### src/rtl/aes_host_ctrl.sv
// ---------------------------------------------------------------------------
// aes_host_ctrl
//
// Host-side initiator for a multicycle, static-key AES core. A command byte
// and a 16-byte block arrive over a byte-wide valid/ready stream. The block
// is then handed to the core with a single-cycle load pulse. The controller
// waits for the core's busy window to close, captures the 128-bit result and
// streams it back as 16 bytes, most significant byte first. A registered
// scope trigger brackets the core activity for power capture.
//
// Optional feature (compile-time macro AES_HOST_STATUS_EN):
//   defined   - one status byte precedes the result: 8'h4B ('K') when the core
//               completed, 8'h54 ('T') when the core never started (timeout).
//               A timeout emits only the status byte.
//   undefined - no status byte; a timeout returns silently to idle.
//
// Ports:
//   clk          clock
//   rst_n        synchronous, active-low reset
//   rx_data_i    inbound byte
//   rx_valid_i   inbound byte valid
//   rx_ready_o   inbound byte accepted (high in S_IDLE and S_RX only)
//   tx_data_o    outbound byte, stable until accepted
//   tx_valid_o   outbound byte valid
//   tx_ready_i   sink accepts outbound byte
//   aes_load_o   one-cycle load pulse to the core
//   aes_dec_o    decrypt select, held until the next command
//   aes_data_o   block to the core, byte 0 in [127:120]
//   aes_data_i   result from the core
//   aes_busy_i   core busy
//   trigger_o    scope trigger, high from the load cycle through result capture
//   busy_o       high whenever the controller is not idle
//
// state        | meaning
// -------------+------------------------------------------------------------
// S_IDLE       | waiting for a command byte; other bytes are dropped
// S_RX         | collecting the 16 block bytes
// S_LOAD       | one-cycle load pulse to the core
// S_WAIT_START | waiting for the core to raise busy, bounded by START_TIMEOUT
// S_WAIT_DONE  | waiting for the core to drop busy, then capture the result
// S_STATUS     | emitting the status byte (AES_HOST_STATUS_EN only)
// S_TX         | emitting the 16 result bytes
// ---------------------------------------------------------------------------
module aes_host_ctrl #(
  parameter int unsigned START_TIMEOUT = 8,
  parameter logic [7:0]  CMD_ENC       = 8'h45,
  parameter logic [7:0]  CMD_DEC       = 8'h44
) (
  input  logic         clk,
  input  logic         rst_n,
  input  logic [7:0]   rx_data_i,
  input  logic         rx_valid_i,
  output logic         rx_ready_o,
  output logic [7:0]   tx_data_o,
  output logic         tx_valid_o,
  input  logic         tx_ready_i,
  output logic         aes_load_o,
  output logic         aes_dec_o,
  output logic [127:0] aes_data_o,
  input  logic [127:0] aes_data_i,
  input  logic         aes_busy_i,
  output logic         trigger_o,
  output logic         busy_o
);

  // The start timer counts down from START_TIMEOUT-1; reaching zero with the
  // core still idle means START_TIMEOUT cycles have elapsed since the load.
  localparam logic [7:0] TMO_LOAD = 8'(START_TIMEOUT - 1);

`ifdef AES_HOST_STATUS_EN
  localparam logic [7:0] STATUS_OK  = 8'h4B;
  localparam logic [7:0] STATUS_TMO = 8'h54;
`endif

  typedef enum logic [2:0] {
    S_IDLE,
    S_RX,
    S_LOAD,
    S_WAIT_START,
    S_WAIT_DONE,
`ifdef AES_HOST_STATUS_EN
    S_STATUS,
`endif
    S_TX
  } state_t;

  state_t         state;
  state_t         state_nxt;
  logic [3:0]     byte_cnt;
  logic [7:0]     tmo_cnt;
  logic [127:0]   result;
  logic           rx_fire;
  logic           tx_fire;
  logic           is_cmd;
`ifdef AES_HOST_STATUS_EN
  logic           status_ok;
`endif

  assign is_cmd  = (rx_data_i == CMD_ENC) || (rx_data_i == CMD_DEC);
  assign rx_fire = rx_valid_i && rx_ready_o;
  assign tx_fire = tx_valid_o && tx_ready_i;

  // -------------------------------------------------------------------------
  // Next-state and output decode
  // -------------------------------------------------------------------------
  always_comb begin
    state_nxt  = state;
    rx_ready_o = 1'b0;
    tx_valid_o = 1'b0;
    tx_data_o  = 8'h00;
    aes_load_o = 1'b0;
    busy_o     = 1'b1;

    case (state)
      S_IDLE: begin
        busy_o     = 1'b0;
        rx_ready_o = 1'b1;
        if (rx_fire && is_cmd) begin
          state_nxt = S_RX;
        end
      end

      S_RX: begin
        rx_ready_o = 1'b1;
        if (rx_fire && (byte_cnt == 4'd15)) begin
          state_nxt = S_LOAD;
        end
      end

      S_LOAD: begin
        aes_load_o = 1'b1;
        state_nxt  = S_WAIT_START;
      end

      S_WAIT_START: begin
        if (aes_busy_i) begin
          state_nxt = S_WAIT_DONE;
        end else if (tmo_cnt == 8'd0) begin
`ifdef AES_HOST_STATUS_EN
          state_nxt = S_STATUS;
`else
          state_nxt = S_IDLE;
`endif
        end
      end

      S_WAIT_DONE: begin
        if (!aes_busy_i) begin
`ifdef AES_HOST_STATUS_EN
          state_nxt = S_STATUS;
`else
          state_nxt = S_TX;
`endif
        end
      end

`ifdef AES_HOST_STATUS_EN
      S_STATUS: begin
        tx_valid_o = 1'b1;
        tx_data_o  = status_ok ? STATUS_OK : STATUS_TMO;
        if (tx_ready_i) begin
          state_nxt = status_ok ? S_TX : S_IDLE;
        end
      end
`endif

      S_TX: begin
        tx_valid_o = 1'b1;
        tx_data_o  = result[127:120];
        if (tx_ready_i && (byte_cnt == 4'd15)) begin
          state_nxt = S_IDLE;
        end
      end

      default: begin
        state_nxt = S_IDLE;
      end
    endcase
  end

  // -------------------------------------------------------------------------
  // State register and datapath
  // -------------------------------------------------------------------------
  always_ff @(posedge clk) begin
    if (!rst_n) begin
      state      <= S_IDLE;
      byte_cnt   <= 4'd0;
      tmo_cnt    <= 8'd0;
      aes_data_o <= 128'd0;
      aes_dec_o  <= 1'b0;
      result     <= 128'd0;
      trigger_o  <= 1'b0;
`ifdef AES_HOST_STATUS_EN
      status_ok  <= 1'b0;
`endif
    end else begin
      state <= state_nxt;

      case (state)
        S_IDLE: begin
          if (rx_fire && is_cmd) begin
            aes_dec_o <= (rx_data_i == CMD_DEC);
            byte_cnt  <= 4'd0;
          end
        end

        S_RX: begin
          if (rx_fire) begin
            aes_data_o <= {aes_data_o[119:0], rx_data_i};
            byte_cnt   <= byte_cnt + 4'd1;
            // Raised on the edge into S_LOAD so the trigger is already high
            // in the load cycle itself.
            if (byte_cnt == 4'd15) begin
              trigger_o <= 1'b1;
            end
          end
        end

        S_LOAD: begin
          tmo_cnt <= TMO_LOAD;
        end

        S_WAIT_START: begin
          if (!aes_busy_i) begin
            if (tmo_cnt == 8'd0) begin
              trigger_o <= 1'b0;
`ifdef AES_HOST_STATUS_EN
              status_ok <= 1'b0;
`endif
            end else begin
              tmo_cnt <= tmo_cnt - 8'd1;
            end
          end
        end

        S_WAIT_DONE: begin
          if (!aes_busy_i) begin
            result    <= aes_data_i;
            trigger_o <= 1'b0;
            byte_cnt  <= 4'd0;
`ifdef AES_HOST_STATUS_EN
            status_ok <= 1'b1;
`endif
          end
        end

        S_TX: begin
          // The result register doubles as the output shifter; the head byte
          // is always [127:120].
          if (tx_fire) begin
            result   <= {result[119:0], 8'h00};
            byte_cnt <= byte_cnt + 4'd1;
          end
        end

        default: begin
        end
      endcase
    end
  end

endmodule

### config.mk
export PLATFORM = sky130hd
export DESIGN_NAME = aes_host_ctrl
export DESIGN_NICKNAME = d
export VERILOG_FILES = /design/src/rtl/aes_host_ctrl.sv
export SDC_FILE = /design/constraint.sdc
export NUM_CORES = 1
export LEC_CHECK = 0
export BUFFER_PORTS_ARGS = -buffer_cell sky130_fd_sc_hd__buf_2
export CORE_MARGIN = 5
export CORE_UTILIZATION = 50
export CTS_BUF_LIST = sky130_fd_sc_hd__clkbuf_8
export CTS_CLUSTER_DIAMETER = 40
export DETAILED_ROUTE_END_ITERATION = 8
export PLACE_DENSITY = 0.81
export RECOVER_POWER = 50
export SLEW_MARGIN = 15
export SYNTH_ARGS = -nofsm -noshare
export SYNTH_HDL_FRONTEND = slang
export SYNTH_SLANG_ARGS = --single-unit
### constraint.sdc
create_clock -name clk -period 4.8 [get_ports clk]
set_clock_uncertainty 0.15 [all_clocks]
set_input_delay 0.48 -clock clk [delete_from_list [all_inputs] [get_ports clk]]
set_output_delay 0.48 -clock clk [all_outputs]
set_load 0.05 [all_outputs]
; ---- After elaboration in Yosys (flattened, before gate mapping)
; Cells that the tools add are included.
[classes]
n_addsub = 2
eq_ne = 19
mux = 29
n_reduce_logical = 20
[ops]
columns = cell, n
row1 = $mux 128, 2
row2 = $pmux 128 s2, 1
row3 = $mux 8, 3
row4 = $ne 2x2->1 const B, 10
row5 = $mux 3, 6
row6 = $pmux 3 s6, 1
row7 = $eq 8x7->1 const B, 2
row8 = $mux 4, 4
row9 = $pmux 4 s4, 1
row10 = $pmux 8 s2, 1
row11 = $reduce_and 5->1, 2
row12 = $mux 1, 9
row13 = $logic_not 8->1, 1
row14 = $sub 8x1->8 const B, 1
row15 = $eq 3x2->1 const B, 2
row16 = $eq 3x3->1 const B, 2
row17 = $reduce_and 3->1, 2
row18 = $reduce_and 6->1, 1
row19 = $logic_and 1x1->1, 5
row20 = $add 4x1->4 const B, 1
row21 = $eq 4x4->1 const B, 1
row22 = $reduce_and 2->1, 2
row23 = $reduce_bool 2->1, 2
row24 = $reduce_bool 4->1, 1
row25 = 7 further kinds, 7
[word_totals]
reg_bits = 273
input_bits = 141
output_inout_bits = 142
wordCells = 77

; ---- Longest topological paths before layout
[depth]
ltp_word = 7
mapped_depth = 8

; ---- Worst setup path before layout
; No wires, ideal clock.
[synth_path]
kind = register to output
start = register state[0]
end = output tx_data_o[0]
arrival_ns = 1.859
required_time_ns = 4.170
setup_slack_ns = 2.311
stages_incl_launch_ff = 7
path_cell_list = dfxtp_1 -> buf_2 -> buf_4 -> nand3_1 -> inv_1 -> clkbuf_1 -> and2_1
[synth_between]
elab_chain_cells = 2
[synth_lines]
columns = item, line_no
row1 = from (decl), 87  ; state_t state;
row2 = from (signal assigned), 197  ; state <= state_nxt;
row3 = $eq 3x3->1, 114  ; case (state)
row4 = $mux 8, 114
row5 = to (decl), 54  ; output logic [7:0] tx_data_o,
; Every way passes these cells.

; ---- Worst setup path in the final report
[layout_path]
start = register state[0]
end = output tx_data_o[6]
; Same word-level chain as after synthesis.

==> metrics.txt <==
status finished, final reports clean; Synth async-reset ratio 0%; Fmax 0.297 GHz; CP endpoint kind output port; Synth Flop Type dfxtp_1; clock latency at the later pin of the worst-skew pair 550 ps; wire per inst about 16 um; fin util around three fifths; Final setup viols 0; top post-synthesis cells by area dfxtp_1 (51%), nand2_1 (18%), a311oi_1 (9.7%), a21oi_1 (6.8%), nor2_1 (4.4%); Final min period approximately 3400 ps; layout cells sized above 1 approximately 14%; H-Tree Level Count 2; vias in the first global route ~9600; Seq/Total Area, Yosys 50.5%; Worst Hold End result[35]; die area approximately 25000 um^2; gpl congestion about 0.89; hold depth 3; Core Rows 53; capture point of the worst reg-to-reg path result[30]; starting density of the core between 50% and 60%; Mapped Nets between 1500 and 2000; Yosys top cell area share about half; total power 5.40 mW; Post-DRT Antenna Nets 0; via count 10400; EDFF count, synth 0; Metal-1 WL 12200 um; most common cell in the netlist nand2_1; cell area after synthesis 10800 um^2; Slew @ Worst Pin ~1000 ps; Slew headroom between 30% and 40%; setup TNS 0 ps; RSZ-0062 raised after global routing no; post-cts gate resize count 0; # nets final about 1800; Residual DRC 0; register bit total from synthesis approximately 270; initial antenna violation count 4; Max clock buf depth 3; Setup CP Type flop to output port; chip width around 160 um; Cell Chain, Critical Path nand3_4 -> inv_4 -> and2_1 -> buf_2; pwr dens between 400 and 500 nW/um^2; Iteration-0 DRC Markers 630; crit path max fanout 57; core area around 21000 um^2; worst reg-to-reg path cell count 5; CTS clk-pin slew, worst paths 60 ps; GR Overflow Total 0; largest net degree at the start of global routing 249; gr usage total between 20% and 30%; non-filler instance count after layout between 1500 and 2000; most frequent cells after synthesis nand2_1 (508), dfxtp_1 (273), a21oi_1 (146), nor2_1 (128), a311oi_1 (120); biggest area consumer among synthesized cells dfxtp_1; worst reg2reg path startpoint state[0]; CTS tree done; maximum vdd drop ~0.00027 V; Hold Startpoint aes_data_i[35]; WP data arrival around 2700 ps; WP buf/inv 2; dpl cells about 1800; DR vias/cell roughly 5.4; dpl hpwl between 20000 and 25000 um; Hold Path Class input port to flop; port buffer count roughly 280; Area Overhead vs Synth 19.0%; total CTS buffers 46; Setup crit start kind flop; Leak 4.66 nW; Post-Syn Instances around 1400; Layout fillers 1948; Pre-Repair DR Iteration Count 5; Required @ worst endpoint around 4200 ps; root buffer cell clkbuf_8; final max-slew violation count 0; DR WL met3 around 3100 um; yosys warns 0; first-pass GRT wire length around 48000 um; r2r setup slk 1920 ps; clk sinks 273; final wirelength between 30000 and 40000 um; CP top delay family buffers and inverters; fin crit share a little over two thirds; routed wl met2 about 14000 um; CP max stage delay ~720 ps; DR top layer met5; Ports between 200 and 300; Critical Path Slowest Stage Cell dfxtp_1; Fin. Hold Viols 0; MaxCap Viol Count 0; Unique masters post-synth 48; die height between 150 and 200 um; mean post-synth cell area between 7 and 8 um^2
-- routing by layer --
| metal | vias up | track usage, % |
|---|---|---|
| li1 | 5165 | - |
| met1 | 4827 | 27.8 |
| met2 | 365 | 38.5 |
| met3 | 59 | 9.10 |
| met4 | 6 | 8.40 |
| met5 | - | 0 |
-- layout by cell type, fill, tap and decap left out, types with 3 or more instances in the layout --
cell type and count:
a21oi_1 146, a311oi_1 120, and2_1 10, buf_2 151, buf_4 8, clkbuf_1 131
clkbuf_8 52, clkinv_2 3, dfxtp_1 273, dlygate4sd3_1 4, ha_1 3, inv_1 22
nand2_1 508, nand2b_1 3, nand3_1 9, nor2_1 128, o21ai_0 9, o31ai_1 3
or3_1 6, or4_1 3
-- per-stage QoR --
| stage | hold WS, ps | worst slack (ps) | cell area, um^2 |
|---|---|---|---|
| 2_1_floorplan | 282 | 2310 | 10800 |
| 3_3_place_gp | 290 | 2050 | 12200 |
| 3_5_place_dp | 297 | 2000 | 12200 |
| 4_1_cts | 2.54 | 1400 | 13100 |
| 5_1_grt | 23.7 | 1210 | 12900 |
| 6_report | 43.6 | 1440 | 12900 |
-- logic make-up after synthesis --
kind of cell	after synthesis	synth area share [%]
mux	3	0.289
xor+xnor	1	0.0810
fa+ha+maj	3	0.347
flops	273	50.5
buf+inv	127	4.96
compound gates	295	18.6
simple gates	689	25.2
-- state kept, by name (all words and copies together) (netlist names) --
| register | flops |
|---|---|
| aes_data_o | 128 |
| tmo_cnt | 8 |
| aes_dec_o | 1 |
| byte_cnt | 4 |
| state | 3 |
| result | 128 |
| trigger_o | 1 |
-- worst reg2reg max path, cell delays in order (launching register included) --
cell      delay [ps]
dfxtp_1          720
nand3_4          430
inv_4            560
buf_4            490
nand2_1          120
a311oi_1         310
-- power breakdown --
part           internal, mW  switching (mW)
combinational         0.304           0.601
clock                 0.978           0.889
sequential             2.48           0.142
-- cell type report --
class | instances | area (um^2) | area share (%)
repair buffers | 295 | 1370 | 10.6
clock inverters | 21 | 95.1 | 0.738
inverters | 9 | 43.8 | 0.340
flip-flops and latches | 273 | 5470 | 42.4
clock buffers | 52 | 716 | 5.56
multi-input cells | 991 | 4840 | 37.6
well taps | 275 | 344 | 2.67
diodes | 2 | 5.00 | 0.0389
-- timing repair --
item,CTS,global route
hold endpoints to repair,4,0
buffers inserted,0,0
hold buffers,4,0
-- worst max-delay path by stage --
| stage | slack, ps | cells after the start | endpoint | from |
|---|---|---|---|---|
| 2_1_floorplan | 2310 | 6 | tx_data_o[0] | state[0] |
| 3_3_place_gp | 2050 | 4 | tx_data_o[6] | state[0] |
| 3_5_place_dp | 2000 | 5 | result[14] | state[0] |
| 4_1_cts | 1400 | 4 | tx_data_o[6] | state[0] |
| 5_1_grt | 1210 | 4 | tx_data_o[6] | state[0] |
| 6_report | 1440 | 4 | tx_data_o[6] | state[0] |
(Power assumes the default switching activity.)
